### src/rtl/multicycle_cpu.sv
`timescale 1ns/1ps
`default_nettype none
// ============================================================================
//  Module   : multicycle_cpu
//  Purpose  : 16-bit-instruction multicycle CPU, four registers, on-chip dmem.
//  Revision : 1.0  initial release
// ============================================================================
module multicycle_cpu #(
    parameter int WIDTH      = 16,
    parameter int DMEM_DEPTH = 256
) (
    input  logic             clock,
    input  logic             resetn,
    output logic [WIDTH-1:0] imem_addr,
    output logic             imem_req,
    input  logic             imem_ready,
    input  logic [15:0]      imem_data,
    output logic [WIDTH-1:0] pc,
    output logic [15:0]      ir,
    output logic [WIDTH-1:0] alu_out,
    output logic             halted
);

    localparam int c_ADDR_W = (DMEM_DEPTH > 1) ? $clog2(DMEM_DEPTH) : 1;

    localparam logic [3:0] c_OP_ADD  = 4'h0;
    localparam logic [3:0] c_OP_SUB  = 4'h1;
    localparam logic [3:0] c_OP_AND  = 4'h2;
    localparam logic [3:0] c_OP_OR   = 4'h3;
    localparam logic [3:0] c_OP_NOR  = 4'h4;
    localparam logic [3:0] c_OP_NAND = 4'h5;
    localparam logic [3:0] c_OP_SLT  = 4'h6;
    localparam logic [3:0] c_OP_ADDI = 4'h7;
    localparam logic [3:0] c_OP_LW   = 4'h8;
    localparam logic [3:0] c_OP_SW   = 4'h9;
    localparam logic [3:0] c_OP_BEQ  = 4'hA;
    localparam logic [3:0] c_OP_HALT = 4'hF;

    typedef enum logic [2:0] {
        S_FETCH     = 3'd0,
        S_DECODE    = 3'd1,
        S_EXECUTE   = 3'd2,
        S_MEMORY    = 3'd3,
        S_WRITEBACK = 3'd4,
        S_HALT      = 3'd5
    } state_t;

    state_t           r_state;
    logic [WIDTH-1:0] r_pc;
    logic [15:0]      r_ir;
    logic [WIDTH-1:0] r_alu_out;
    logic             r_halted;
    logic [WIDTH-1:0] r_a;
    logic [WIDTH-1:0] r_b;
    logic [WIDTH-1:0] r_mdr;
    logic [WIDTH-1:0] r_regs [0:3];
    logic [WIDTH-1:0] r_dmem [0:DMEM_DEPTH-1];

    logic [3:0]          w_op;
    logic [1:0]          w_rs;
    logic [1:0]          w_rt;
    logic [1:0]          w_rd;
    logic [WIDTH-1:0]    w_imm_sext;
    logic [WIDTH-1:0]    w_br_off;
    logic [WIDTH-1:0]    w_alu;
    logic                w_is_rtype;
    logic                w_is_nop;
    logic                w_taken;
    logic [1:0]          w_wb_dest;
    logic [WIDTH-1:0]    w_wb_val;
    logic [c_ADDR_W-1:0] w_dmem_addr;

    assign w_op        = r_ir[15:12];
    assign w_rs        = r_ir[11:10];
    assign w_rt        = r_ir[9:8];
    assign w_rd        = r_ir[7:6];
    assign w_imm_sext  = {{(WIDTH-8){r_ir[7]}}, r_ir[7:0]};
    assign w_br_off    = {w_imm_sext[WIDTH-2:0], 1'b0};
    assign w_is_rtype  = (w_op <= c_OP_SLT);
    assign w_is_nop    = (w_op >= 4'hC) && (w_op <= 4'hE);
    assign w_taken     = (w_op == c_OP_BEQ) ? (r_a == r_b) : (r_a != r_b);
    assign w_wb_dest   = w_is_rtype ? w_rd : w_rt;
    assign w_wb_val    = (w_op == c_OP_LW) ? r_mdr : r_alu_out;
    // Word address wraps naturally by keeping only the low bits of R[rs]+imm.
    assign w_dmem_addr = r_alu_out[c_ADDR_W-1:0];

    always_comb begin
        w_alu = r_a + w_imm_sext;
        case (w_op)
            c_OP_ADD:  w_alu = r_a + r_b;
            c_OP_SUB:  w_alu = r_a - r_b;
            c_OP_AND:  w_alu = r_a & r_b;
            c_OP_OR:   w_alu = r_a | r_b;
            c_OP_NOR:  w_alu = ~(r_a | r_b);
            c_OP_NAND: w_alu = ~(r_a & r_b);
            // Signed compare rather than the sign of a-b, so overflow cannot flip it.
            c_OP_SLT:  w_alu = {{(WIDTH-1){1'b0}}, ($signed(r_a) < $signed(r_b))};
            default:   w_alu = r_a + w_imm_sext;
        endcase
    end

    always_ff @(posedge clock) begin
        if (!resetn) begin
            r_state   <= S_FETCH;
            r_pc      <= '0;
            r_ir      <= '0;
            r_alu_out <= '0;
            r_halted  <= 1'b0;
            r_a       <= '0;
            r_b       <= '0;
            r_mdr     <= '0;
            for (int i = 0; i < 4; i++) begin
                r_regs[i] <= '0;
            end
        end else begin
            case (r_state)
                S_FETCH: begin
                    if (imem_ready) begin
                        r_ir    <= imem_data;
                        r_pc    <= r_pc + WIDTH'(2);
                        r_state <= S_DECODE;
                    end
                end
                S_DECODE: begin
                    r_a <= r_regs[w_rs];
                    r_b <= r_regs[w_rt];
                    if (w_op == c_OP_HALT) begin
                        r_state  <= S_HALT;
                        r_halted <= 1'b1;
                    end else if (w_is_nop) begin
                        r_state <= S_FETCH;
                    end else begin
                        r_state <= S_EXECUTE;
                    end
                end
                S_EXECUTE: begin
                    r_alu_out <= w_alu;
                    if (w_is_rtype || w_op == c_OP_ADDI) begin
                        r_state <= S_WRITEBACK;
                    end else if (w_op == c_OP_LW || w_op == c_OP_SW) begin
                        r_state <= S_MEMORY;
                    end else begin
                        if (w_taken) begin
                            r_pc <= r_pc + w_br_off;
                        end
                        r_state <= S_FETCH;
                    end
                end
                S_MEMORY: begin
                    if (w_op == c_OP_LW) begin
                        r_mdr   <= r_dmem[w_dmem_addr];
                        r_state <= S_WRITEBACK;
                    end else begin
                        r_state <= S_FETCH;
                    end
                end
                S_WRITEBACK: begin
                    if (w_wb_dest != 2'd0) begin
                        r_regs[w_wb_dest] <= w_wb_val;
                    end
                    r_state <= S_FETCH;
                end
                S_HALT: begin
                    r_state <= S_HALT;
                end
                default: begin
                    r_state <= S_FETCH;
                end
            endcase
        end
    end

    // Data memory is deliberately excluded from reset; stores are suppressed on a reset edge.
    always_ff @(posedge clock) begin
        if (resetn && r_state == S_MEMORY && w_op == c_OP_SW) begin
            r_dmem[w_dmem_addr] <= r_b;
        end
    end

    assign imem_addr = r_pc;
    assign imem_req  = resetn && (r_state == S_FETCH);
    assign pc        = r_pc;
    assign ir        = r_ir;
    assign alu_out   = r_alu_out;
    assign halted    = r_halted;

endmodule
`default_nettype wire

### config.mk
export PLATFORM = sky130hd
export DESIGN_NAME = multicycle_cpu
export DESIGN_NICKNAME = d
export VERILOG_FILES = /design/src/rtl/multicycle_cpu.sv
export SDC_FILE = /design/constraint.sdc
export NUM_CORES = 2
export LEC_CHECK = 0
export CORE_AREA = 3 3 776 778
export CTS_CLUSTER_SIZE = 30
export DETAILED_ROUTE_END_ITERATION = 10
export DIE_AREA = 0 0 779 781
export PLACE_DENSITY = 0.38
export SLEW_MARGIN = 20
export SYNTH_ARGS = -nofsm -noshare
export SYNTH_HDL_FRONTEND = slang
export SYNTH_MEMORY_MAX_BITS = 65536
export SYNTH_SLANG_ARGS = --single-unit
### constraint.sdc
create_clock -name clock -period 18.05 [get_ports clock]
set_clock_uncertainty 0.2 [all_clocks]
set_input_delay 3.61 -clock clock [delete_from_list [all_inputs] [get_ports clock]]
set_output_delay 3.61 -clock clock [all_outputs]
set_load 0.01 [all_outputs]
Word-level counts from Yosys, hierarchy flattened. Memories as Yosys holds them, arrays and structs flattened. A register that Yosys moved wholly into a read port is not among the register bits. Cells that the tools add are included.

Register bits after elaboration: 52. RAM bits: 4160. Input bits: 19. Logic and storage cells: 86. Memories kept: 2.

Add/sub/neg operators: 5. Magnitude comparators: 4. Equality and inequality tests: 22. Multiplexer cells: 26. Bitwise logic cells: 4. Reductions and logical operators: 18.

Memory list: r_dmem (words 256, width 16, read ports 1, clocked after memory_dff 1, write ports 1, line 57) `logic [WIDTH-1:0] r_dmem [0:DMEM_DEPTH-1];`; r_regs (words 4, width 16, read ports 2, clocked after memory_dff 2, write ports 4, line 56) `logic [WIDTH-1:0] r_regs [0:3];`.

Operators with widths (number): $pmux W16 S7 (1); $mux W16 (6); $add A16 B16 Y16 (3); $not A16 Y16 (2); $pmux W16 S2 (1); $add A16 B2 Y16 const B (1); $and A16 B16 Y16 (1); $eq A16 B16 Y1 (1); $eq A4 B3 Y1 const B (4); $eq A4 B4 Y1 const B (4); $lt A16 B16 Y1 (1); $ne A16 B16 Y1 (1); $or A16 B16 Y16 (1); $reduce_or A16 Y1 (1); $sub A16 B16 Y16 (1); $pmux W3 S5 (1); $mux W3 (4); $mux W1 (9); $eq A4 B2 Y1 const B (2); $mux W2 (4); $ne A2 B2 Y1 const B (4); $eq A3 B2 Y1 const B (2); $eq A3 B3 Y1 const B (2); $reduce_and A2 Y1 (3); other kinds (12) (19).

Logic depth before layout (Yosys ltp).
Word-level depth: 9. Mapped depth: 15. Gate-level depth less buffers: 13.

Worst setup path after synthesis. OpenSTA, ideal clock, no wires.

Kind: input to output. Start: in resetn. End: out imem_req. Data arrival time: 3.927 ns. Data required time: 14.240 ns. Slack: 10.313 ns. Stages on the path: 2. Path buffers: 0. Cell sequence: nand2b_1 > nor3_1.

Longest elaborated chain between the ends: 1.

RTL lines: start: declaration (line 13) `input logic resetn,`; $logic_and A1 B1 Y1 (line 181) `assign imem_req = resetn && (r_state == S_FETCH);`; end: declaration (line 15) `output logic imem_req,`.

No other way between the ends.

Final worst setup path. Ends and elaborated chain as after synthesis.

==> tab_implementation.tex <==
\begin{tabular}{lr}
\hline
Metric & Value \\
\hline
\multicolumn{2}{l}{\textbf{Cells and area}} \\
Number of nets in the final layout & 7907 \\
Fraction of final layout cells with drive strength greater than 1 & 30.1\% \\
Area growth from synthesis to final layout & 15.6\% \\
Most common cell after layout, fill and taps aside & edfxtp\_1 \\
Fill count & 56000 \\
Most frequent cells in the layout & edfxtp\_1, mux4\_2, clkbuf\_16 \\
Fin util & 32.3\% \\
\multicolumn{2}{l}{\textbf{Timing}} \\
Final-report hold violation count & 0 \\
Final TNS setup & 0 ns \\
Total count of max-transition violations in the final report & 0 \\
RSZ-0062 raised after global routing & no \\
Post-route minimum period & 8.63 ns \\
Max\_slew headroom & 17.1\% \\
Worst-margin pin slew & 1.21 ns \\
Final period util & 47.8\% \\
Worst Slack Setup Final & 9.42 ns \\
F\_max & 116 MHz \\
Final setup vio count & 0 \\
\multicolumn{2}{l}{\textbf{Detailed routing}} \\
Post-detailed-route count of antenna-violating nets & 0 \\
Violation count after the first detailed-route iteration & 7728 \\
Per-cell routed wire length & 33.2 microns \\
Vias after detailed routing & 79000 \\
DR pass1 iterations & 6 \\
Total Wirelength & 534000 microns \\
DRC violation count after routing & 0 \\
Average vias per placed instance & 4.91 \\
\multicolumn{2}{l}{\textbf{CTS}} \\
CTS tree & yes \\
Number of buffers added by the clock tree synthesis step & 463 \\
Resized cells post-CTS & 0 \\
Number of buffers on the longest clock path & 4 \\
Clock latency at the later pin of the worst-skew pair & 1.02 ns \\
Number of H-tree branching levels & 5 \\
Post-CTS setup buffers & 0 \\
Number of sinks on the clock net & 4259 \\
Clock input transition at the sequential cells of the worst setup and hold paths & 0.06 ns \\
Root cell of the clock tree & clkbuf\_16 \\
Number of buffers inserted by hold repair at cts & 0 \\
\multicolumn{2}{l}{\textbf{Worst setup path}} \\
Max stage delay cell, worst path & clkdlybuf4s50\_1 \\
Worst path buffer plus inverter count & 2 \\
Cell Chain, Critical Path & buf\_2 -> nand2b\_1 -> nor3\_1 -> clkdlybuf4s50\_1 \\
Endpoint kind of the worst setup timing path & output pin \\
Arrival time reported for the critical path endpoint & 4.82 ns \\
Nature of the critical path startpoint & input port \\
Slowest Stage Delay on Critical Path & 0.64 ns \\
CP top delay family & buffers and inverters \\
Data required time at the worst endpoint & 14.24 ns \\
Largest driver fanout on the critical path & 2 \\
Worst setup path class & input port to output pin \\
\multicolumn{2}{l}{\textbf{GRT}} \\
Antenna violations before repair & 78 \\
Grt total ovfl & 0 \\
Pin count of the biggest net entering global routing & 157 \\
Aggregate global-route resource usage & 17.2\% \\
First-pass GRT wire length & 722000 microns \\
Via count of the first global-routing pass & 80600 \\
\multicolumn{2}{l}{\textbf{Power}} \\
Switching fraction of total power & 23.5\% \\
Int Pwr & 16.8 mW \\
Proportion of power drawn by combinational gates & 7.4\% \\
Power Density & 114 nW/um\^{}2 \\
Worst VDD drop & 83.9 uV \\
Share of total power in the clock network & 42.0\% \\
Reported net switching power & 5.15 mW \\
Sequential share of power & 50.5\% \\
Leakage power & 57.3 nW \\
\multicolumn{2}{l}{\textbf{Place}} \\
Pre-CTS worst setup slack & 9.36 ns \\
Count of port buffers added during placement & 82 \\
Detailed Place HPWL & 324000 microns \\
Final RePlAce weighted congestion & 0.777 \\
\multicolumn{2}{l}{\textbf{Synthesis}} \\
Synth Register Bits & 4259 \\
Post-Syn Instances & 7479 \\
Syn Std Cell Area & 167000 sq um \\
Post-synthesis sequential area ratio & 76.1\% \\
Ranking of synthesized cells by area & edfxtp\_1, mux4\_2, dfxtp\_1 \\
Most used flip-flop cell after synthesis & edfxtp\_1 \\
Post-synthesis cell type with the largest combined area & edfxtp\_1 \\
Number of warnings reported in the yosys synthesis log & 0 \\
Netlist cell types & 73 \\
Mean instance size in the synthesized netlist & 22.3 sq um \\
Top-area cell type share of the netlist area & 74.9\% \\
Number of flops mapped to enable cells by yosys & 4160 \\
Post-synth ARST share & 0\% \\
\multicolumn{2}{l}{\textbf{Die}} \\
Starting density of the core & 27.9\% \\
Boundary pin count & 85 \\
Std cell rows & 284 \\
Y dimension of the die & 781 microns \\
Die area & 608000 sq um \\
Core box area & 597000 sq um \\
Die width & 779 microns \\
\multicolumn{2}{l}{\textbf{Worst hold path}} \\
Hold Path Class & flop to flop \\
\multicolumn{2}{l}{\textbf{Job}} \\
Number of maximum-capacitance constraint violations & 0 \\
\multicolumn{2}{l}{\textbf{Status}} \\
Status & finished clean \\
\hline
\end{tabular}
[worst min-delay path, cell delays in order (launching register included)]
cell     delay, ns
dfxtp_1       0.34
a21oi_1       0.04
nor2_1        0.07
[sequential cells by signal (all words and copies together), names as in the netlist]
name and flops:
imem_addr 15, r_regs 64, r_state 3, alu_out 16, r_dmem 4096, ir 16
r_mdr 16, r_b 16, r_a 16, halted 1
[Yosys cell counts (7+ instances only)]
cell / count
a2111oi_0: 8
a211oi_1: 25
a21o_1: 10
a21oi_1: 128
a221oi_1: 11
a22o_1: 13
a22oi_1: 30
a31oi_1: 25
a32oi_1: 7
and2_1: 11
and3_1: 9
buf_1: 45
buf_2: 111
buf_4: 40
buf_6: 18
clkbuf_1: 216
dfxtp_1: 99
edfxtp_1: 4160
ha_1: 77
inv_1: 60
mux2_2: 12
mux2i_1: 99
mux4_2: 1290
nand2_1: 216
nand2b_1: 12
nand3_1: 49
nor2_1: 414
nor2b_1: 9
nor3_1: 19
nor4_1: 11
o21ai_0: 85
o21bai_1: 8
o22ai_1: 20
xnor2_1: 25
xor2_1: 12
[through the flow]
stage / std cells / instance area [sq um] / hold WS, ns / total power, mW
2_1_floorplan: 7496 / 167000 / 0.270 / 12.2
3_3_place_gp: 15200 / 178000 / 0.262 / 12.9
3_5_place_dp: 15200 / 178000 / 0.269 / 13.0
4_1_cts: 16100 / 193000 / 0.286 / 22.2
5_1_grt: 16100 / 193000 / 0.339 / 22.7
6_report: 16100 / 193000 / 0.280 / 21.9
[cell type report]
type	instances	area [sq um]	area share [%]
diodes	17	42.5	0.0221
clock buffers	591	12300	6.40
well taps	7865	9840	5.10
inverters	61	229	0.119
repair buffers	277	2580	1.34
multi-input cells	2746	38500	20.0
flip-flops and latches	4259	127000	65.9
clock inverters	261	2260	1.17
[worst paths after layout]
kind / startpoint / endpoint / slack (ns) / cells after the start
min: halted / halted / 0.28 / 2
max: resetn / imem_req / 9.42 / 4
max reg2reg: alu_out[0] / r_mdr[6] / 11.24 / 11
min reg2reg: halted / halted / 0.28 / 2
[metal layers]
metal / vias to the layer above / wire length (microns) / track usage (%)
li1: 32300 / - / -
met1: 43700 / 238000 / 24.6
met2: 2487 / 253000 / 27.7
met3: 529 / 31800 / 3.04
met4: 2 / 11500 / 3.40
met5: - / 18 / 0
[logic make-up (layout without fill, tap and decap cells)]
group                    count (synthesis)  in the layout  share of synthesized area (%)
AO/OA/AOI/OAI                          428            428                           1.66
XOR/XNOR                                37             37                          0.194
adder cells (fa/ha/maj)                 80             80                          0.614
buffers and inverters                  491           1190                           1.36
flip-flops                            4259           4259                           76.1
multiplexers                          1401           1401                           18.1
other                                    1             35                        0.00225
AND/OR/NAND/NOR                        782            782                           1.95
[power groups by stage]
| stage | Sequential, mW | Combinational (mW) | Clock (mW) |
|---|---|---|---|
| final | 11.1 | 1.63 | 9.22 |
| after global routing | 11.1 | 1.72 | 9.88 |
| after CTS | 11.1 | 1.67 | 9.48 |
| after detailed placement | 11.3 | 1.67 | 0 |
| after global placement | 11.3 | 1.66 | 0 |
| after floorplan | 11.4 | 0.777 | 0 |
(Power assumes the default switching activity.)
